`config.mk`:
```
export PLATFORM = sky130hd
export DESIGN_NAME = seg7_readback_decoder
export DESIGN_NICKNAME = d
export VERILOG_FILES = /design/src/rtl/seg7_readback_decoder.sv
export SDC_FILE = /design/constraint.sdc
export NUM_CORES = 1
export LEC_CHECK = 0
export CAP_MARGIN = 20
export CORE_UTILIZATION = 45
export DETAILED_ROUTE_END_ITERATION = 10
export PLACE_DENSITY = 0.78
export SYNTH_ARGS = -nofsm -noshare
export SYNTH_HDL_FRONTEND = slang
export SYNTH_SLANG_ARGS = --single-unit
```
`constraint.sdc`:
```
create_clock -name clk_50M -period 6.84 [get_ports clk_50M]
set_clock_uncertainty 0.1 [all_clocks]
set_input_delay 0.684 -clock clk_50M [delete_from_list [all_inputs] [get_ports clk_50M]]
set_output_delay 0.684 -clock clk_50M [all_outputs]
set_load 0.1 [all_outputs]
```
`src/rtl/seg7_readback_decoder.sv`:
```
// Seven-segment readback decoder: debounces {tens, ge, xiao}, decodes to tenths, classifies changes.
// Optional SEG_POINT_CHECK_EN folds the decimal point into the sampled word and drives prec.
module seg7_readback_decoder #(
  parameter int STABLE_CYCLES = 4,
  parameter int MAX_TENTHS    = 999
) (
  input  logic        clk_50M,
  input  logic        rst_n,
  input  logic        en,
  input  logic [6:0]  seg_ge,
  input  logic [6:0]  seg_xiao,
  input  logic [3:0]  tens,
  input  logic        point,
  output logic [11:0] val_bcd,
  output logic [9:0]  val_tenths,
  output logic        upd,
  output logic [1:0]  dir,
  output logic        err,
  output logic [7:0]  err_cnt,
  output logic [7:0]  jump_cnt,
  output logic        prec
);

  localparam logic [7:0] SC   = 8'(STABLE_CYCLES);
  localparam logic [9:0] MAXV = 10'(MAX_TENTHS);

  typedef enum logic [1:0] {S_IDLE, S_FIRST, S_TRACK} state_t;

`ifdef SEG_POINT_CHECK_EN
  localparam int WW = 19;
  logic [WW-1:0] word_in;
  assign word_in = {point, tens, seg_ge, seg_xiao};
`else
  localparam int WW = 18;
  logic [WW-1:0] word_in;
  logic          unused_point;
  assign word_in      = {tens, seg_ge, seg_xiao};
  assign unused_point = point;
`endif

  // {legal, digit}; codes are active-low a..g
  function automatic logic [4:0] seg_dec(input logic [6:0] c);
    case (c)
      7'b0000001: return {1'b1, 4'd0};
      7'b1001111: return {1'b1, 4'd1};
      7'b0010010: return {1'b1, 4'd2};
      7'b0000110: return {1'b1, 4'd3};
      7'b1001100: return {1'b1, 4'd4};
      7'b0100100: return {1'b1, 4'd5};
      7'b0100000: return {1'b1, 4'd6};
      7'b0001111: return {1'b1, 4'd7};
      7'b0000000: return {1'b1, 4'd8};
      7'b0000100: return {1'b1, 4'd9};
      default:    return 5'd0;
    endcase
  endfunction

  state_t        state, state_n;
  logic [WW-1:0] smp;
  logic [7:0]    cnt, cnt_n;
  logic [11:0]   val_bcd_n;
  logic [9:0]    val_tenths_n;
  logic          upd_n, err_n, prec_n;
  logic [1:0]    dir_n;
  logic [7:0]    err_cnt_n, jump_cnt_n;

  logic [4:0]  dg, dx;
  logic [3:0]  s_tens;
  logic        s_point, legal, same_val, stable, is_up, is_dn;
  logic [9:0]  new_tenths;
  logic [10:0] old_w, new_w;

  assign dg     = seg_dec(smp[13:7]);
  assign dx     = seg_dec(smp[6:0]);
  assign s_tens = smp[17:14];
`ifdef SEG_POINT_CHECK_EN
  assign s_point = smp[18];
`else
  assign s_point = 1'b0;
`endif
  assign legal      = dg[4] & dx[4] & (s_tens <= 4'd9);
  assign new_tenths = 10'(s_tens) * 10'd100 + 10'(dg[3:0]) * 10'd10 + 10'(dx[3:0]);
  assign same_val   = ({s_tens, dg[3:0], dx[3:0]} == val_bcd) && (s_point == prec);
  assign old_w      = {1'b0, val_tenths};
  assign new_w      = {1'b0, new_tenths};
  assign is_up      = (new_w == old_w + 11'd1) || (val_tenths == MAXV && new_tenths == 10'd0);
  assign is_dn      = (new_w + 11'd1 == old_w) || (val_tenths == 10'd0 && new_tenths == MAXV);

  always_comb begin
    state_n      = state;
    val_bcd_n    = val_bcd;
    val_tenths_n = val_tenths;
    prec_n       = prec;
    dir_n        = dir;
    err_cnt_n    = err_cnt;
    jump_cnt_n   = jump_cnt;
    upd_n        = 1'b0;
    err_n        = 1'b0;

    // counter restarts on any new sample and is parked while disabled
    if (state == S_IDLE || !en)  cnt_n = 8'd0;
    else if (word_in != smp)     cnt_n = 8'd0;
    else if (cnt == SC)          cnt_n = cnt;
    else                         cnt_n = cnt + 8'd1;

    // fires once, on the edge the counter first reaches SC
    stable = (state != S_IDLE) && en && (cnt != SC) && (cnt_n == SC);

    case (state)
      S_IDLE: if (en) state_n = S_FIRST;
      default: begin
        if (!en) begin
          state_n = S_IDLE;
        end else if (stable) begin
          if (!legal) begin
            err_n = 1'b1;
            if (err_cnt != 8'hFF) err_cnt_n = err_cnt + 8'd1;
          end else if (state == S_FIRST || !same_val) begin
            upd_n        = 1'b1;
            val_bcd_n    = {s_tens, dg[3:0], dx[3:0]};
            val_tenths_n = new_tenths;
            prec_n       = s_point;
            state_n      = S_TRACK;
            if (state == S_FIRST || new_tenths == val_tenths) dir_n = 2'b00;
            else if (is_up)                                   dir_n = 2'b01;
            else if (is_dn)                                   dir_n = 2'b10;
            else begin
              dir_n = 2'b11;
              if (jump_cnt != 8'hFF) jump_cnt_n = jump_cnt + 8'd1;
            end
          end
        end
      end
    endcase
  end

  always_ff @(posedge clk_50M) begin
    if (!rst_n) begin
      state      <= S_IDLE;
      smp        <= '0;
      cnt        <= 8'd0;
      val_bcd    <= 12'd0;
      val_tenths <= 10'd0;
      prec       <= 1'b0;
      dir        <= 2'b00;
      err_cnt    <= 8'd0;
      jump_cnt   <= 8'd0;
      upd        <= 1'b0;
      err        <= 1'b0;
    end else begin
      state      <= state_n;
      smp        <= word_in;
      cnt        <= cnt_n;
      val_bcd    <= val_bcd_n;
      val_tenths <= val_tenths_n;
      prec       <= prec_n;
      dir        <= dir_n;
      err_cnt    <= err_cnt_n;
      jump_cnt   <= jump_cnt_n;
      upd        <= upd_n;
      err        <= err_n;
    end
  end

endmodule

```
* Word-level counts from Yosys, hierarchy flattened *
Index checks and enable logic that the tools add are counted.

word-level totals
  register bits = 70
  output and inout port bits = 43
  word-level logic and storage cells = 105

cells by class
  add/sub/neg operators = 7
  $mul = 2
  $lt $le $gt $ge = 1
  equal/unequal tests = 35
  muxes and demuxes = 16
  bitwise operators = 10
  reductions and logical operators = 24

operator list
  operator                 number
  $pmux W5 S10             2
  $eq A7 B3 Y1 const B     4
  $eq A7 B6 Y1 const B     4
  $eq A7 B7 Y1 const B     4
  $add A8 B1 Y8 const B    3
  $mux W8                  3
  $add A10 B1 Y11 const B  2
  $eq A10 B10 Y1 const B   2
  $logic_not A10 Y1        2
  $ne A18 B18 Y1           1
  $eq A8 B3 Y1 const B     2
  $mux W2                  8
  $ne A8 B8 Y1 const B     2
  $eq A7 B1 Y1 const B     2
  $eq A7 B4 Y1 const B     2
  $eq A7 B5 Y1 const B     2
  $logic_not A7 Y1         2
  $eq A12 B12 Y1           1
  $eq A10 B11 Y1           1
  $eq A11 B10 Y1           1
  $add A10 B4 Y10          1
  $add A10 B8 Y10          1
  $eq A10 B10 Y1           1
  $reduce_and A5 Y1        2
  other kinds (19)         40

* Logic depth before layout (Yosys ltp) *
  depth after elaboration = 11
  depth in mapped cells = 21

* Least setup slack after synthesis *
No wires, ideal clock.

  path kind = reg2reg
  start = register smp[11]
  end = register jump_cnt[7]
  setup time = 0.071 ns
  data arrival time = 4.787 ns
  data required time = 6.669 ns
  path slack = 1.882 ns
  cell stages (with the launch flop) = 20
  buffers on the path = 2
  cells stage by stage = dfxtp_1 > buf_2 > xnor2_1 > o31a_1 > o41ai_4 > ha_1 > ha_1 > fa_1 > xor2_1 > ha_1 > ha_1 > clkbuf_1 > a21oi_1 > o221a_2 > xor2_1 > nand3_1 > o311ai_1 > o31ai_4 > or4_1 > a21oi_1

on the way
  word-level cells in the longest chain between the ends = 10

RTL lines
  item                                     line    RTL
  start: declaration                       59      logic [WW-1:0] smp;
  start signal: assignment                 152     smp <= word_in;
  $eq A7 B3 Y1 (tied with other cells)     43      case (c)
  $pmux W5 S10 (*)                         43
  net dg[1]                                67      logic [4:0] dg, dx;
  $mul A4 B3 Y7                            82      assign new_tenths = 10'(s_tens) * 10'd100 + 10'(dg[3:0]) * 10'd10 + 10'(dx[3:0]);
  $add A10 B8 Y10                          82
  $add A10 B4 Y10                          82
  $add A10 B1 Y11 (tied with other cells)  87      assign is_dn = (new_w + 11'd1 == old_w) || (val_tenths == 10'd0 && new_tenths == MAXV);
  $eq A11 B10 Y1 (tied with other cells)   87
  $logic_or A1 B1 Y1 (on tied branches)    87, 86
  $not A1 Y1 (no source line)              -
  $reduce_and A9 Y1 (no source line) (*)   -
  end signal: assignment                   159     jump_cnt <= jump_cnt_n;
  end: declaration                         20      output logic [7:0] jump_cnt,

The timed path passes the listed nets; every way through them passes the cells marked *.
A chain may end at the register's enable or synchronous reset.

* Worst setup path after layout *
  start = register smp[8]
  end = register dir[0]

on the way
  word-level cells in the longest chain between the ends = 11

RTL lines
  item                                                          line  RTL
  $eq A7 B3 Y1 (tied with other cells)                          43
  $pmux W5 S10 (*)                                              43
  net dg[3]                                                     67
  $mul A4 B3 Y7                                                 82
  $add A10 B8 Y10                                               82
  $add A10 B4 Y10                                               82
  $add A10 B1 Y11 / $eq A10 B10 Y1 (equally long branches)      87
  $eq A11 B10 Y1 / $logic_and A1 B1 Y1 (equally long branches)  87
  $logic_or A1 B1 Y1                                            87
  $mux W1                                                       126   else if (is_dn) dir_n = 2'b10;
  $mux W2                                                       125   else if (is_up) dir_n = 2'b01;
  $mux W2                                                       124   if (state == S_FIRST || new_tenths == val_tenths) dir_n = 2'b00;
  end signal: assignment                                        157   dir <= dir_n;
  end: declaration                                              17    output logic [1:0] dir,

Marks and branches as above.

==> results.toml <==
[floorplan]
die-area_mm2 = 0.0118
placementRows = 38
chipWidth_um = 109
die_height_um = 109
floorplan.initialDensity = 0.467
floorplan.core_area_mm2 = 0.0109
floorplan.io_pins = 65

[layout]
final_layout_size_suffix_gt1_frac = 0.0609
area_growth_pct = 18.1
layout_common_cells = "sky130_fd_sc_hd__dfxtp_1, sky130_fd_sc_hd__nor2_1, sky130_fd_sc_hd__clkdlybuf4s50_1, sky130_fd_sc_hd__xnor2_1, sky130_fd_sc_hd__ha_1"
layout.nets = 714
final_common_cell = "sky130_fd_sc_hd__dfxtp_1"
antennaDiodeCount = 0

[setup_path]
crit_path_max_fanout = 16
worst_path_most_repeated_cell = "sky130_fd_sc_hd__ha_1"
timing.critical_path.from = "smp[8]"
cp_cell_sequence = "nor3_1 > nor3b_2 > ha_1 > ha_1 > fa_1 > xor2_1 > ha_1 > ha_1 > o21a_1 > a2111o_1 > o311ai_2 > xnor2_2 > xor2_1 > o31a_1 > o31ai_4 > a311oi_1 > a31o_1"
critical-path-max-stage-delay_ns = 0.57
worstRegToRegCells = 17
worst_r2r_startpoint = "smp[8]"
critical_path.startpoint_type = "register"
cp-end-kind = "register"
worst_path_max_delay_cell = "sky130_fd_sc_hd__o31ai_4"
worstPathArrival_ns = 5.74
required_arrival_time_at_the_worst_endpoint_ns = 6.98
cp_class = "reg2reg"
timing.reg2reg.setup_slack_ns = 1.24

[sta]
layout_worst_path_cycle_share = 0.819
fmax_mhz = 179
finalCriticalPeriod_ns = 5.60
setup_total_negative_slack_ns = 0
grt_setup_unrepaired = "no"
timing.final.ws_setup_ns = 1.24
report.final.hold_viol_count = 0
slew_headroom = 0.324
finalHoldWorstSlack_ns = 0.371
worstMarginPinSlew_ns = 1.01
setup_violations = 0
slew_violations = 0

[global_route]
total_congestion_overflow_after_global_routing = 0
globalRouteTotalUtil = 0.217
grt_pass1_wl_mm = 20.0
first_global_vias = 4312
grt_start_max_net_pins = 37
initial_antenna_violation_count = 0

[worst_hold_path]
timing.hold.worst.class = "reg2reg"
hold_depth = 2
hold_start = "dir[1]"

[place]
detailed_place_hpwl_mm = 8.97
preCtsSetupSlack_ns = 1.27
io_buffer_count = 62
globalplace.congestion = 0.883

[yosys]
async_flop_share = 0
yosys_most_used_dff = "sky130_fd_sc_hd__dfxtp_1"
register_bit_count_reported_by_yosys = 69
postSynthNetCount = 674
synthCells = 612
postSynthAreaPerCell_um2 = 8.35
synth_enable_flop_cells = 0
netlist_area_mm2 = 0.00511
synth-warning-count = 0
yosys.cell_types.count = 77
seq_area_frac_synth = 0.270

[clock_tree]
postCtsSetupBuffers = 0
clock_tree_from_tritoncts = "built"
clock_tree.htree_level_count = 3
clk_pin_slew_ns = 0.06
hold_buffers = 0
numClockSinks = 69
clock_path_buffers = 2
cts.repair.resized = 0
insertion_delay_ns = 0.34
cts.root.buffer_cell = "sky130_fd_sc_hd__clkbuf_16"
cts_made_buffers = 9

[drt]
route.vias.total = 4466
detail-route-antenna-nets = 0
drcViolationCount = 0
wl_per_cell_um = 15.0
drt-pass1-iter-count = 4
routed_wirelength_mm = 11.9
avgViaCountPerCell = 5.60
drtIter0Drc = 276

[power]
power_density_mw_per_mm2 = 186
leakagePower_nw = 2.38
vdd_ir_drop_max_uv = 158

[run_status]
run_status = "completed"

[run]
cap_violations = 0
-- routing by layer --
| metal | vias up | track usage | share of wire |
|---|---|---|---|
| met5 | - | 0 | 0 |
| met4 | 0 | 0.0888 | 0.022 |
| met3 | 21 | 0.0434 | 0.042 |
| met2 | 91 | 0.362 | 0.48 |
| met1 | 2131 | 0.272 | 0.45 |
| li1 | 2223 | - | - |
-- registers in the layout (all words and copies together) (netlist names) --
register,flops
upd,1
val_tenths,9
err,1
err_cnt,8
dir,2
val_bcd,12
state,2
cnt,8
smp,18
jump_cnt,8
-- cells by family after synthesis --
group                      share of synthesized area
buffers and inverters                         0.0605
AOI/OAI and AO/OA                              0.141
DFF                                            0.270
muxes                                         0.0294
and+or+nand+nor                                0.260
xor gates and xnor gates                       0.133
adders and majority gates                      0.105
other                                       0.000734
-- where the power goes --
part / switching [mW] / internal [mW] / leakage [nW]
clock network: 0.179 / 0.291 / 0.143
logic: 0.131 / 0.0962 / 1.67
registers: 0.0138 / 0.408 / 0.561
-- synthesized netlist by cell type, drive strengths merged (6+ instances only) --
| library cell | number | area [um^2] |
|---|---|---|
| a21oi | 33 | 165 |
| and2 | 24 | 153 |
| and3 | 9 | 56.3 |
| buf | 20 | 125 |
| clkbuf | 16 | 60.1 |
| dfxtp | 69 | 1380 |
| ha | 35 | 438 |
| inv | 33 | 124 |
| mux2i | 15 | 150 |
| nand2 | 34 | 128 |
| nand3 | 28 | 140 |
| nand4 | 15 | 93.8 |
| nand4b | 6 | 67.6 |
| nor2 | 65 | 246 |
| nor3 | 19 | 110 |
| nor4 | 9 | 56.3 |
| o21ai | 11 | 58.8 |
| o31ai | 6 | 58.8 |
| xnor2 | 45 | 402 |
| xor2 | 29 | 254 |
-- critical path, delay by kind of cell, from the launching register on --
family	cells	cell delay, ns
xor+xnor	3	0.54
fa+ha+maj	5	1.64
compound gates	7	2.02
flops	1	0.40
simple gates	2	0.82
-- stage by stage --
stage,power (mW),utilization,instance area (um^2),instances
after floorplan,0.605,-,5110,612
after global placement,0.647,0.524,5740,780
after detailed placement,0.654,0.524,5740,780
after CTS,1.12,0.551,6030,796
after global routing,1.17,0.552,6030,797
final,1.12,0.552,6030,797
-- path summary, 6_finish.rpt --
kind,to
worst max-delay path,dir[0]
worst min-delay path,dir[1]
worst max register to register,dir[0]
worst min register to register,dir[1]
-- final cells by class --
cell class	instances	area (um^2)
fill	988	4900
multi-input combinational	474	3420
sequential	69	1380
timing repair buffer	65	641
clock buffer	12	246
tap	140	175
inverter	33	124
clock inverter	4	47.5
Note: power is estimated with default switching activity, not from simulation.
